--- src/rtl/prime_detect_ctrl_if.sv ---
// Request/response channel between the prime-detector controller and the detector core.
// The master side issues operands and accepts 1-bit results.
interface prime_detect_ctrl_if #(
  parameter int unsigned nbits = 32
);
  logic             det_req_val;
  logic             det_req_rdy;
  logic [nbits-1:0] det_req_msg;
  logic             det_resp_val;
  logic             det_resp_rdy;
  logic             det_resp_msg;

  modport master (
    output det_req_val,
    output det_req_msg,
    output det_resp_rdy,
    input  det_req_rdy,
    input  det_resp_val,
    input  det_resp_msg
  );

  modport slave (
    input  det_req_val,
    input  det_req_msg,
    input  det_resp_rdy,
    output det_req_rdy,
    output det_resp_val,
    output det_resp_msg
  );
endinterface

--- src/rtl/prime_detect_ctrl.sv ---
// Sequencing controller for the prime detector: assembles an operand from pin-strobed chunks,
// issues it over a val/rdy request, and holds the returned 1-bit verdict on status outputs.
module prime_detect_ctrl #(
  parameter int unsigned nbits = 32,
  parameter int unsigned chunk = 4
) (
  input  logic                            clk,
  input  logic                            reset,
  input  logic [chunk-1:0]                in_chunk,
  input  logic                            in_load,
  prime_detect_ctrl_if.master             det,
  output logic                            busy,
  output logic                            done,
  output logic                            is_prime,
  output logic [$clog2(nbits/chunk):0]    chunk_count
);

  localparam int unsigned NumChunks = nbits / chunk;
  localparam int unsigned CntW      = $clog2(NumChunks) + 1;
  localparam logic [CntW-1:0] CntFull = CntW'(NumChunks);
  localparam logic [CntW-1:0] CntOne  = CntW'(1);

  typedef enum logic [1:0] {StLoad, StReq, StWait, StDone} state_e;

  state_e           state_q, state_d;
  logic [nbits-1:0] operand_q, operand_d;
  logic [CntW-1:0]  cnt_q, cnt_d;
  logic             load_prev_q;
  logic             is_prime_q, is_prime_d;
  logic             req_val_q, req_val_d;
  logic             resp_rdy_q, resp_rdy_d;
  logic             busy_q, busy_d;
  logic             done_q, done_d;

  logic             load_evt;
  logic [CntW-1:0]  cnt_inc;
  logic [nbits-1:0] chunk_ext;

  // load_prev resets high so a strobe already asserted through reset is not a load.
  assign load_evt  = in_load & ~load_prev_q;
  assign cnt_inc   = cnt_q + CntOne;
  assign chunk_ext = nbits'(in_chunk);

  always_comb begin
    state_d    = state_q;
    operand_d  = operand_q;
    cnt_d      = cnt_q;
    is_prime_d = is_prime_q;

    unique case (state_q)
      StLoad: begin
        if (load_evt) begin
          operand_d = (operand_q << chunk) | chunk_ext;
          cnt_d     = cnt_inc;
          if (cnt_inc == CntFull) begin
            state_d = StReq;
          end
        end
      end
      StReq: begin
        // req_val is registered high throughout StReq, so rdy alone completes the handshake.
        if (det.det_req_rdy) begin
          state_d = StWait;
        end
      end
      StWait: begin
        if (det.det_resp_val) begin
          is_prime_d = det.det_resp_msg;
          state_d    = StDone;
        end
      end
      StDone: begin
        if (load_evt) begin
          operand_d  = chunk_ext;
          cnt_d      = CntOne;
          is_prime_d = 1'b0;
          state_d    = (CntOne == CntFull) ? StReq : StLoad;
        end
      end
      default: begin
        state_d = StLoad;
      end
    endcase

    // Outputs are registered copies of the next-state decode.
    req_val_d  = (state_d == StReq);
    resp_rdy_d = (state_d == StWait);
    busy_d     = (state_d == StReq) || (state_d == StWait);
    done_d     = (state_d == StDone);
  end

  always_ff @(posedge clk or posedge reset) begin
    if (reset) begin
      state_q     <= StLoad;
      operand_q   <= '0;
      cnt_q       <= '0;
      load_prev_q <= 1'b1;
      is_prime_q  <= 1'b0;
      req_val_q   <= 1'b0;
      resp_rdy_q  <= 1'b0;
      busy_q      <= 1'b0;
      done_q      <= 1'b0;
    end else begin
      state_q     <= state_d;
      operand_q   <= operand_d;
      cnt_q       <= cnt_d;
      load_prev_q <= in_load;
      is_prime_q  <= is_prime_d;
      req_val_q   <= req_val_d;
      resp_rdy_q  <= resp_rdy_d;
      busy_q      <= busy_d;
      done_q      <= done_d;
    end
  end

  assign det.det_req_val  = req_val_q;
  assign det.det_req_msg  = operand_q;
  assign det.det_resp_rdy = resp_rdy_q;
  assign busy             = busy_q;
  assign done             = done_q;
  assign is_prime         = is_prime_q;
  assign chunk_count      = cnt_q;

endmodule

--- src/flat_wrapper.sv ---
// flat-port wrapper written by rule: the top's interface ports become plain ports
module prime_detect_ctrl_flat 
#(
  parameter int unsigned nbits = 32,
  parameter int unsigned chunk = 4
)
  (clk, reset, in_chunk, in_load, busy, done, is_prime, chunk_count, det_det_req_val, det_det_req_msg, det_det_resp_rdy, det_det_req_rdy, det_det_resp_val, det_det_resp_msg);
  prime_detect_ctrl_if #(.nbits(nbits)) det_i ();
  input  logic clk;
  input  logic reset;
  input  logic [chunk-1:0] in_chunk;
  input  logic in_load;
  output logic busy;
  output logic done;
  output logic is_prime;
  output logic [$clog2(nbits/chunk):0] chunk_count;
  output wire logic [$bits(det_i.det_req_val)-1:0] det_det_req_val;
  output wire logic [$bits(det_i.det_req_msg)-1:0] det_det_req_msg;
  output wire logic [$bits(det_i.det_resp_rdy)-1:0] det_det_resp_rdy;
  input wire logic [$bits(det_i.det_req_rdy)-1:0] det_det_req_rdy;
  input wire logic [$bits(det_i.det_resp_val)-1:0] det_det_resp_val;
  input wire logic [$bits(det_i.det_resp_msg)-1:0] det_det_resp_msg;
  assign det_det_req_val = det_i.det_req_val;
  assign det_det_req_msg = det_i.det_req_msg;
  assign det_det_resp_rdy = det_i.det_resp_rdy;
  assign det_i.det_req_rdy = det_det_req_rdy;
  assign det_i.det_resp_val = det_det_resp_val;
  assign det_i.det_resp_msg = det_det_resp_msg;
  prime_detect_ctrl #(.nbits(nbits), .chunk(chunk)) u_core (.clk(clk), .reset(reset), .in_chunk(in_chunk), .in_load(in_load), .det(det_i), .busy(busy), .done(done), .is_prime(is_prime), .chunk_count(chunk_count));
endmodule
--- config.mk ---
export PLATFORM = sky130hd
export DESIGN_NAME = prime_detect_ctrl_flat
export DESIGN_NICKNAME = d
export VERILOG_FILES = /design/src/rtl/prime_detect_ctrl_if.sv /design/src/rtl/prime_detect_ctrl.sv /design/src/flat_wrapper.sv
export SDC_FILE = /design/constraint.sdc
export NUM_CORES = 1
export LEC_CHECK = 0
export BUFFER_PORTS_ARGS = -buffer_cell sky130_fd_sc_hd__buf_2
export CORE_MARGIN = 10
export CORE_UTILIZATION = 55
export CTS_BUF_LIST = sky130_fd_sc_hd__clkbuf_4 sky130_fd_sc_hd__clkbuf_8
export CTS_CLUSTER_DIAMETER = 200
export DETAILED_ROUTE_END_ITERATION = 6
export PLACE_DENSITY = 0.84
export SYNTH_ARGS = -nofsm -noshare
export SYNTH_HDL_FRONTEND = slang
export SYNTH_SLANG_ARGS = --single-unit
--- constraint.sdc ---
create_clock -name clk -period 4.8 [get_ports clk]
set_clock_uncertainty 0.15 [all_clocks]
set_input_delay 0.72 -clock clk [delete_from_list [all_inputs] [get_ports clk]]
set_output_delay 0.72 -clock clk [all_outputs]
set_load 0.03 [all_outputs]
* Yosys cells after proc, flatten, opt, wreduce, memory -nomap -nowiden
Index checks and enable logic that the tools add are counted.
** Cells by class
- Add/sub/neg operators :: 1
- Equality and inequality tests :: 10
- Muxes and demuxes :: 15
- Bitwise gates (word level) :: 3
- Reductions and logical operators :: 6
** Operators by type and width (number)
- 2-to-1 mux 32 bit :: 2
- case mux 32 bit (2 select lines) :: 1
- OR 32 x 4 -> 32 bit :: 1
- 2-to-1 mux 2 bit :: 5
- equality test 2 bit, second input constant :: 4
- 2-to-1 mux 4 bit :: 2
- case mux 2 bit (4 select lines) :: 1
- case mux 4 bit (2 select lines) :: 1
- AND reduction 3 bit :: 2
- adder 4 x 1 -> 4 bit, second input constant :: 1
- equality test 2 x 1 -> 1 bit, second input constant :: 2
- equality test 4 bit, second input constant :: 1
- != test 2 x 1 -> 1 bit, second input constant :: 2
- nonzero test 2 bit :: 2
- zero test 2 bit :: 1
- 2-to-1 mux 1 bit :: 2
- != test 2 bit, second input constant :: 1
- case mux 1 bit (2 select lines) :: 1
- AND 1 bit :: 1
- logical OR 1 bit :: 1
- inverter 1 bit :: 1
** Word-level totals
- Flip-flop bits (word level) :: 44
- Bits of input ports :: 10
- Output and inout bits :: 41
- Word-level logic and storage cells :: 44

* Logic depth before layout (Yosys ltp)
Gate-level depths: netlist of run 1.
- Word-level depth :: 7
- Depth in mapped cells :: 6
- Depth with buffers taken out :: 5

* Least setup slack after synthesis of run 1
OpenSTA, ideal clock, no wires.
- Kind :: input port to flip-flop
- From :: input port in_load
- To :: register u_core.busy_q (netlist: u_core.busy)
- Library setup time :: 0.113 ns
- Arrival :: 1.601 ns
- Required time :: 4.537 ns
- Setup slack :: 2.936 ns
- Cell stages on the path :: 5
- Buffers on the path :: 0
- Path through :: nor4b_4 -> o2111ai_1 -> and3_1 -> ha_1 -> inv_1
** On the way
- Longest elaborated chain between the ends :: 5
- Elaborated cells on any way between the ends :: 7
- Those cells by class :: 2 x eq/ne; 3 x mux; 1 x bitwise; 1 x reduce/logical
** RTL lines
- from (decl) :: line flat_wrapper.sv:12 : input logic in_load;
- AND 1 bit (*) :: line prime_detect_ctrl.sv:40 : assign load_evt = in_load & ~load_prev_q;
- 2-to-1 mux 2 bit, on equally long branches :: line prime_detect_ctrl.sv:73, prime_detect_ctrl.sv:52
- case mux 2 bit (4 select lines) (*) :: line prime_detect_ctrl.sv:50 : unique case (state_q)
- equality test 2 x 1 -> 1 bit or equality test 2 bit (tied branches) :: line prime_detect_ctrl.sv:88 : busy_d = (state_d == StReq) || (state_d == StWait);
- logical OR 1 bit (*) :: line prime_detect_ctrl.sv:88
- net u_core.busy_d :: line prime_detect_ctrl.sv:32 : logic busy_q, busy_d;
- to (signal assigned) :: line prime_detect_ctrl.sv:111 : busy_q <= busy_d;
- to (decl) :: line prime_detect_ctrl.sv:32
The timed path passes the listed nets; every way through them passes the cells marked *.
A chain may end at the register's enable or synchronous reset.

* Worst setup path in the final report of run 1
- From :: register u_core.state_q[1]
- To :: register u_core.busy_q (netlist: u_core.busy)
** On the way
- Longest elaborated chain between the ends :: 5
- Elaborated cells on any way between the ends :: 13
- Those cells by class :: 5 x eq/ne; 6 x mux; 2 x reduce/logical
** RTL lines
- from (decl) :: line prime_detect_ctrl.sv:25 : state_e state_q, state_d;
- from (signal assigned) :: line prime_detect_ctrl.sv:94 : state_q <= StLoad;
- from (signal assigned) :: line prime_detect_ctrl.sv:104 : state_q <= state_d;
- 2-to-1 mux 2 bit :: line prime_detect_ctrl.sv:55 : if (cnt_inc == CntFull) begin
- 2-to-1 mux 2 bit :: line prime_detect_ctrl.sv:52 : if (load_evt) begin
- case mux 2 bit (4 select lines) (*) :: line prime_detect_ctrl.sv:50
- equality test 2 x 1 -> 1 bit or equality test 2 bit (tied branches) :: line prime_detect_ctrl.sv:88
- logical OR 1 bit (*) :: line prime_detect_ctrl.sv:88
- net u_core.busy_d :: line prime_detect_ctrl.sv:32
Marks and branches as above.

==> flow_summary.yaml, run 1 <==
run_status:
  status: "finished, final reports clean"
synthesis:
  synth.top_cell.area_share_pct: 60.9
  syn-instance-count: 128
  yosys_warnings: 0
  ys_top_cells_by_area: "dfrtp_1 61%, a22o_1 15%, ha_1 2.8%"
  avgSynthCellArea_um2: 13.8
  synth_cell_types: 31
  yosysTopAreaCell: "dfrtp_1"
  ys_seq_area_share_pct: 62.4
  synth_area_um2: 1770
  syn_nets: 142
  async_reset_ff_share_pct: 100
  ys_ff_latch: 44
  synth_edf_count: 0
  ys.flop_type: "dfrtp_1"
worst_setup_path:
  r2r_start: "u_core.state_q[1]$_DFF_PP0_"
  r2r_cells: 6
  cp_slowest_stage_delay_ps: 580
  r2r_slack_ps: 2610
  crit_type: "reg -> reg"
  end_kind: "register"
  path_max_fanout: 32
  worstReg2RegEnd: "u_core.busy$_DFF_PP0_"
  worstPathCellList: "nor4b_4 -> buf_4 -> o2111ai_1 -> and3_1 -> ha_1 -> inv_1"
  critPathLaunchType: "register"
  worst_path_max_delay_cell: "dfrtp_1"
  arrival_ps: 2310
  critPathRequiredTime_ps: 4920
clock_tree:
  cts_setup_buffers: 0
  clock_path_buffers: 2
  clkSlewWorstSetupHoldPaths_ps: 120
  cts_tree: "done"
  clock_tree.root_cell: "clkbuf_4"
  insertion_delay_ps: 350
  cts_resized: 0
  ctsHoldBuffers: 0
  cts_sinks: 44
  cts_made_buffers: 5
  htreeDepth: 2
detailed_routing:
  wl_um: 3670
  wire_per_inst_um: 16.4
  vias: 1260
  drtAntennaViolNets: 0
  viasPerCell: 5.63
  wl_met3_um: 359
  route.detailed.drc: 0
  highest_layer: "met4"
  first_iter_violations: 84
  dr_wl_met2_um: 1720
  drt-met1-wl_um: 1540
  drtPass1Iterations: 4
pwr:
  pwr-share-comb_pct: 45.2
  p_leak_nw: 1.11
  netSwitchingFraction_pct: 45.9
  intPower_mw: 0.827
  irDropWorstVdd_v: 0.000387
  clock_power_share_pct: 12.4
  power.density_nw_per_um2: 728
  seqPwrFrac_pct: 42.4
  p_total_mw: 1.53
  p_switching_mw: 0.702
place:
  hpwl_um: 2660
  numPortBuffers: 50
  dpl_worst_slack_ps: 2460
  placed_area_um2: 2030
  place.gp.congestion: 0.823
floorplanning:
  fp.dieArea_um2: 5880
  ios: 51
  die_h_um: 76.7
  initial_core_util_pct: 57.8
  rows: 20
  die_x_um: 76.7
  core-area_um2: 3050
final_layout:
  final_common_cell: "buf_2"
  nets: 193
  layout-drive-gt1-share_pct: 37.2
  area_growth_syn_to_layout_pct: 19.0
  final_cell_mix: "50 x buf_2, 43 x dfrtp_1, 30 x a22o_1, 6 x clkbuf_4"
  finish.instance_area_um2: 2100
  diodes: 0
sta:
  fmax_mhz: 457
  final-hold-violation-count: 0
  holdWs_ps: 317
  finalCritPeriodShare_pct: 45.6
  setup_viol: 0
  period_minus_slack_ps: 2190
  worst_slew_pin_slew_ps: 611
  rsz0062_at_grt: "no"
  setup_ws_ps: 2610
  relSlewSlack_pct: 59.1
  drv_slew: 0
  fin_tns_setup_ps: 0
job:
  maxCapViolations: 0
grt:
  track_usage_pct: 13.0
  overflow: 0
  first_global_vias: 1235
  grt_antenna_before_repair: 0
  grt_pass1_wl_um: 6150
  grt_max_degree: 45
min_path:
  min_path_type: "in -> async"
[worst max path at each step]
stage / start / endpoint / slack [ps] / depth (start not counted)
after floorplan: reset / u_core.busy$_DFF_PP0_ / 2900 / 1
after global placement: in_load / u_core.busy$_DFF_PP0_ / 2500 / 7
after detailed placement: in_load / u_core.busy$_DFF_PP0_ / 2460 / 7
after CTS: u_core.state_q[1]$_DFF_PP0_ / u_core.busy$_DFF_PP0_ / 2620 / 6
after global routing: u_core.state_q[1]$_DFF_PP0_ / u_core.busy$_DFF_PP0_ / 2480 / 6
final: u_core.state_q[1]$_DFF_PP0_ / u_core.busy$_DFF_PP0_ / 2610 / 6
[cells in the mapped netlist (2+ instances only)]
library cell,number
dfrtp_1,43
a22o_1,30
buf_2,5
inv_1,5
a31oi_1,4
ha_1,4
a21oi_1,3
mux2_2,3
nor2b_1,3
and3b_1,2
buf_4,2
nand2_1,2
nand2b_1,2
nand3_1,2
o21ai_0,2
[metal layers]
metal / GRT usage (%) / vias to the layer above
li1: - / 583
met1: 14.8 / 617
met2: 20.1 / 54
met3: 6.88 / 6
met4: 5.02 / 0
met5: 0 / -
[area by class of cell]
cell class | count | area, um^2
clock buffer | 7 | 58.8
clock inverter | 1 | 7.51
tap | 44 | 55.1
multi-input combinational | 71 | 593
inverter | 5 | 18.8
sequential | 44 | 1100
fill | 247 | 952
timing repair buffer | 52 | 265
[metrics by stage]
step           utilization, %  instances
6_report                 68.8        224
5_1_grt                  68.8        224
4_1_cts                  68.8        224
3_5_place_dp             66.6        216
3_3_place_gp             66.6        216
2_1_floorplan               -        128
[sequential cells by signal (all words and copies together) (netlist names)]
name,flops
u_core.load_prev_q,1
u_core.det.det_req_msg,32
u_core.det.det_req_val,1
u_core.busy,1
u_core.state_q,2
u_core.is_prime,1
u_core.det.det_resp_rdy,1
u_core.done,1
u_core.chunk_count,4
[power by group through the flow]
stage	logic (mW)	registers (mW)	clock network, mW
final	0.691	0.649	0.189
after global routing	0.747	0.673	0.209
after CTS	0.703	0.649	0.196
after detailed placement	0.701	0.655	0
after global placement	0.682	0.645	0
after floorplan	0.267	0.879	0
[critical path, delay by kind of cell (launching register included)]
kind | cells | cell delay (ps)
compound gates | 1 | 190
buf+inv | 2 | 370
fa+ha+maj | 1 | 270
simple gates | 2 | 540
flops | 1 | 580
[cell families (layout without fill, tap and decap cells)]
group                      after synthesis  after routing  share of synthesized area, %
adders and majority gates                4              4                          2.83
and+or+nand+nor                         17             17                          7.16
buffers and inverters                   13             65                          3.97
xor gates and xnor gates                 1              1                         0.496
AOI/OAI and AO/OA                       45             45                          20.3
muxes                                    4              4                          2.76
DFF                                     44             44                          62.4
(Power assumes the default switching activity.)
==> inputs of run 2 (changes only) <==
- CORE_UTILIZATION: 55 -> 48
- PLACE_DENSITY: 0.84 -> 0.78
- clock period: 4.8 -> 1.83 ns (I/O delays scaled with it)
==> run 2 against run 1 <==
Effect of this change:
- worst setup slack got worse by 2500 ps
- sequential share of layout area down 2.4 points
- die area grew 11%
- maximum frequency increased by 26%
- sequential cell count is the same
- final cell count rose by 3.1%
- cell area grew 4.9%
- global-route usage decreased by 1.1 points
==> flow_summary.yaml, run 2 (same netlist as run 1, synthesis figures left out) <==
detailed_routing:
  route.detailed.drc: 0
  vias: 1314
  drtAntennaViolNets: 0
  drtPass1Iterations: 4
  wire_per_inst_um: 16.8
  viasPerCell: 5.69
  first_iter_violations: 120
  wl_um: 3890
sta:
  fin_tns_setup_ps: 0
  rsz0062_at_grt: "no"
  setup_viol: 0
  worst_slew_pin_slew_ps: 353
  drv_slew: 0
  period_minus_slack_ps: 1740
  final-hold-violation-count: 0
  fmax_mhz: 574
  relSlewSlack_pct: 76.4
  holdWs_ps: 61.8
  finalCritPeriodShare_pct: 95.1
final_layout:
  nets: 198
  final_cell_mix: "50 x buf_2, 42 x dfrtp_1, 30 x a22o_1, 5 x clkbuf_8"
  multiInputGateArea_um2: 593
  register_area_um2: 1100
  fin_util_pct: 64.0
  final_common_cell: "buf_2"
  fill_cells: 281
  finish.instance_area_um2: 2200
  largest_reg_flops: 32
  layout-drive-gt1-share_pct: 38.9
  diodes: 0
  area_growth_syn_to_layout_pct: 24.9
worst_setup_path:
  crit_type: "reg -> reg"
  end_kind: "register"
  critPathLaunchType: "register"
  arrival_ps: 1780
  path_max_fanout: 11
  critPathRequiredTime_ps: 1870
place:
  placed_area_um2: 2070
  numPortBuffers: 50
  hpwl_um: 2840
  place.gp.congestion: 0.804
clock_tree:
  htreeDepth: 2
  cts_sinks: 44
  insertion_delay_ps: 290
  cts_made_buffers: 5
  cts_tree: "done"
  clkSlewWorstSetupHoldPaths_ps: 80
  clock_tree.root_cell: "clkbuf_8"
  clock_path_buffers: 2
  cts_setup_buffers: 0
floorplanning:
  initial_core_util_pct: 51.3
  ios: 51
  die_x_um: 80.6
  core-area_um2: 3440
  fp.dieArea_um2: 6500
  rows: 21
  die_h_um: 80.6
pwr:
  irDropWorstVdd_v: 0.000992
  p_total_mw: 4.29
  p_leak_nw: 1.16
  power.density_nw_per_um2: 1950
grt:
  first_global_vias: 1290
  grt_max_degree: 32
  overflow: 0
  grt_pass1_wl_um: 6180
  track_usage_pct: 11.8
  grt_antenna_before_repair: 0
run_status:
  status: "finished, final reports clean"
job:
  maxCapViolations: 0
min_path:
  min_path_type: "in -> reg"
==> run 2: changes by cell type in the layout (fill, tap and decap cells not counted), moves of 2 or more <==
cell           delta
clkbuf_4          -6
clkbuf_8          +4
buf_4             +2
dlygate4sd3_1     +2
==> run 2: repair_timing <==
action	CTS	global route
gates resized for setup	0	1
hold buffers	2	0
endpoints found under the hold margin	15	0
setup endpoints to repair	0	23
==> run 2: final timing paths <==
check / slack, ps / cells after the start / startpoint / end
worst max register to register: 90 / 5 / u_core.state_q[1]$_DFF_PP0_ / u_core.busy$_DFF_PP0_
worst min register to register: 350 / 1 / u_core.det.det_req_msg[29]$_DFFE_PP0P_ / u_core.det.det_req_msg[29]$_DFFE_PP0P_
worst max-delay path: 90 / 5 / u_core.state_q[1]$_DFF_PP0_ / u_core.busy$_DFF_PP0_
max in group asynchronous: 730 / 4 / reset / u_core.det.det_req_msg[14]$_DFFE_PP0P_
worst min-delay path: 60 / 2 / in_chunk[3] / u_core.det.det_req_msg[3]$_DFFE_PP0P_
min in group asynchronous: 340 / 3 / reset / u_core.busy$_DFF_PP0_
==> run 2: worst max-delay path, cell delays in order, from the launching register on <==
cell and delay [ps]:
dfrtp_2 490, nor4b_4 300, o2111ai_1 170, and3_1 230, ha_1 270, inv_1 40
==> run 2: layout make-up <==
cell class / instances / share of cell area (%)
flip-flops and latches: 44 / 50.1
inverters: 5 / 0.851
multi-input cells: 71 / 26.9
repair buffers: 57 / 14.5
clock inverters: 3 / 1.93
clock buffers: 5 / 3.12
well taps: 46 / 2.61
==> run 2: layer usage <==
metal / share of wire [%] / wire [um] / up-vias / GRT usage [%]
li1: - / - / 588 / -
met1: 42 / 1640 / 681 / 14.2
met2: 48 / 1870 / 41 / 17.9
met3: 9.1 / 354 / 4 / 6.35
met4: 0.57 / 22 / 0 / 3.17
met5: 0 / 0 / - / 0
==> run 2: where the power goes <==
group | leakage (nW) | internal (mW) | total, mW | switching, mW
clock network | 0.0541 | 0.404 | 0.716 | 0.313
registers | 0.570 | 1.34 | 1.69 | 0.352
logic | 0.538 | 0.667 | 1.89 | 1.22
total | 1.16 | 2.41 | 4.29 | 1.88
==> run 2: through the flow <==
step	setup slack, ps	cells
floorplan	148	128
global placement	121	221
detailed placement	56.4	221
CTS	44.5	231
global route	0.379	231
finish	89.2	231
==> inputs of run 3 (changes only) <==
- PLACE_DENSITY: 0.78 -> 0.87
==> run 3 against run 2 <==
Effect of this change:
- sequential share of layout area rose by 0.66 points
- via count shrank 3.4%
- clock power fell by 22%
- power down 3.6%
- register-to-register slack better by 20 ps
==> flow_summary.yaml, run 3 (same netlist as run 1, synthesis figures left out) <==
place:
  placed_cells: 221
  dpl_worst_slack_ps: 132
  hpwl_um: 2950
  numPortBuffers: 50
  place.gp.congestion: 0.839
  placed_area_um2: 2070
clock_tree:
  ctsHoldBuffers: 2
  clock_path_buffers: 2
  cts_tree: "done"
  htreeDepth: 2
  cts_sinks: 44
  cts_setup_buffers: 0
  clkSlewWorstSetupHoldPaths_ps: 80
  clock_tree.root_cell: "clkbuf_8"
  cts_resized: 0
  insertion_delay_ps: 290
  cts_made_buffers: 5
sta:
  fmax_mhz: 580
  finalCritPeriodShare_pct: 94.2
  fin_tns_setup_ps: 0
  setup_viol: 0
  rsz0062_at_grt: "no"
  drv_slew: 0
  holdWs_ps: 60.5
  relSlewSlack_pct: 54.6
  final-hold-violation-count: 0
  setup_ws_ps: 106
  worst_slew_pin_slew_ps: 677
  period_minus_slack_ps: 1720
worst_setup_path:
  critPathRequiredTime_ps: 1900
  critPathLaunchType: "register"
  end_kind: "register"
  path_max_fanout: 25
  arrival_ps: 1790
  crit_type: "reg -> reg"
floorplanning:
  fp.dieArea_um2: 6500
  core-area_um2: 3440
  initial_core_util_pct: 51.3
  die_h_um: 80.6
  ios: 51
  die_x_um: 80.6
  rows: 21
final_layout:
  final_cell_mix: "50 x buf_2, 43 x dfrtp_1, 30 x a22o_1, 5 x clkbuf_8"
  area_growth_syn_to_layout_pct: 23.1
  diodes: 0
  largest_reg_flops: 32
  fill_cells: 267
  instances_no_fill: 230
  final_common_cell: "buf_2"
  finish.instance_area_um2: 2170
  multiInputGateArea_um2: 593
  nets: 198
  register_area_um2: 1100
  layout-drive-gt1-share_pct: 37.5
grt:
  track_usage_pct: 11.7
  first_global_vias: 1246
  grt_antenna_before_repair: 0
  overflow: 0
  grt_pass1_wl_um: 6060
  grt_max_degree: 32
detailed_routing:
  drtPass1Iterations: 4
  wl_um: 3930
  route.detailed.drc: 0
  vias: 1269
  drtAntennaViolNets: 0
  first_iter_violations: 37
  wire_per_inst_um: 17.1
  viasPerCell: 5.52
run_status:
  status: "finished, final reports clean"
job:
  maxCapViolations: 0
pwr:
  power.density_nw_per_um2: 1900
  irDropWorstVdd_v: 0.00107
  p_leak_nw: 1.15
min_path:
  min_path_type: "in -> reg"
run 3: cell count changes in the layout (fill, tap and decap cells not counted), sizes merged:
cell	change
inv	-1
bufinv	-1
clkinv	+1
run 3: report_power, final:
group	total [mW]	internal (mW)	switching, mW
combinational	1.91	0.666	1.24
sequential	1.67	1.34	0.328
clock	0.562	0.258	0.304
run 3: final cells by class:
type / count / share of cell area [%]
flip-flops and latches: 44 / 50.7
multi-input cells: 71 / 27.3
repair buffers: 57 / 14.7
clock buffers: 5 / 3.17
well taps: 46 / 2.65
inverters: 5 / 0.864
clock inverters: 2 / 0.576
run 3: stage by stage:
stage | total power [mW] | utilization [%]
floorplan | 3.01 | -
global placement | 3.54 | 60.2
detailed placement | 3.61 | 60.2
CTS | 4.19 | 63.1
global route | 4.37 | 63.1
finish | 4.14 | 63.1
run 3: path summary, 6_finish.rpt:
path	from	end	slack [ps]	depth (start not counted)
max reg2reg	u_core.load_prev_q$_DFF_PP1_	u_core.det.det_req_msg[27]$_DFFE_PP0P_	110	4
min in group asynchronous	reset	u_core.det.det_req_msg[3]$_DFFE_PP0P_	390	3
min reg2reg	u_core.det.det_req_msg[28]$_DFFE_PP0P_	u_core.det.det_req_msg[28]$_DFFE_PP0P_	350	1
min	in_chunk[3]	u_core.det.det_req_msg[3]$_DFFE_PP0P_	60	2
max in group asynchronous	reset	u_core.det.det_req_msg[26]$_DFFE_PP0P_	640	4
max	u_core.load_prev_q$_DFF_PP1_	u_core.det.det_req_msg[27]$_DFFE_PP0P_	110	4
run 3: worst max-delay path, cell delays in order, from the launching register on:
cell	delay [ps]
dfstp_2	560
and2b_1	250
nand2_2	210
buf_4	310
a22o_1	180
run 3: metal layers:
| metal | share of wire (%) | global-route usage, % | up-vias |
|---|---|---|---|
| li1 | - | - | 589 |
| met1 | 41 | 13.5 | 637 |
| met2 | 51 | 19.8 | 38 |
| met3 | 6.0 | 3.01 | 5 |
| met4 | 1.4 | 5.28 | 0 |
| met5 | 0 | 0 | - |
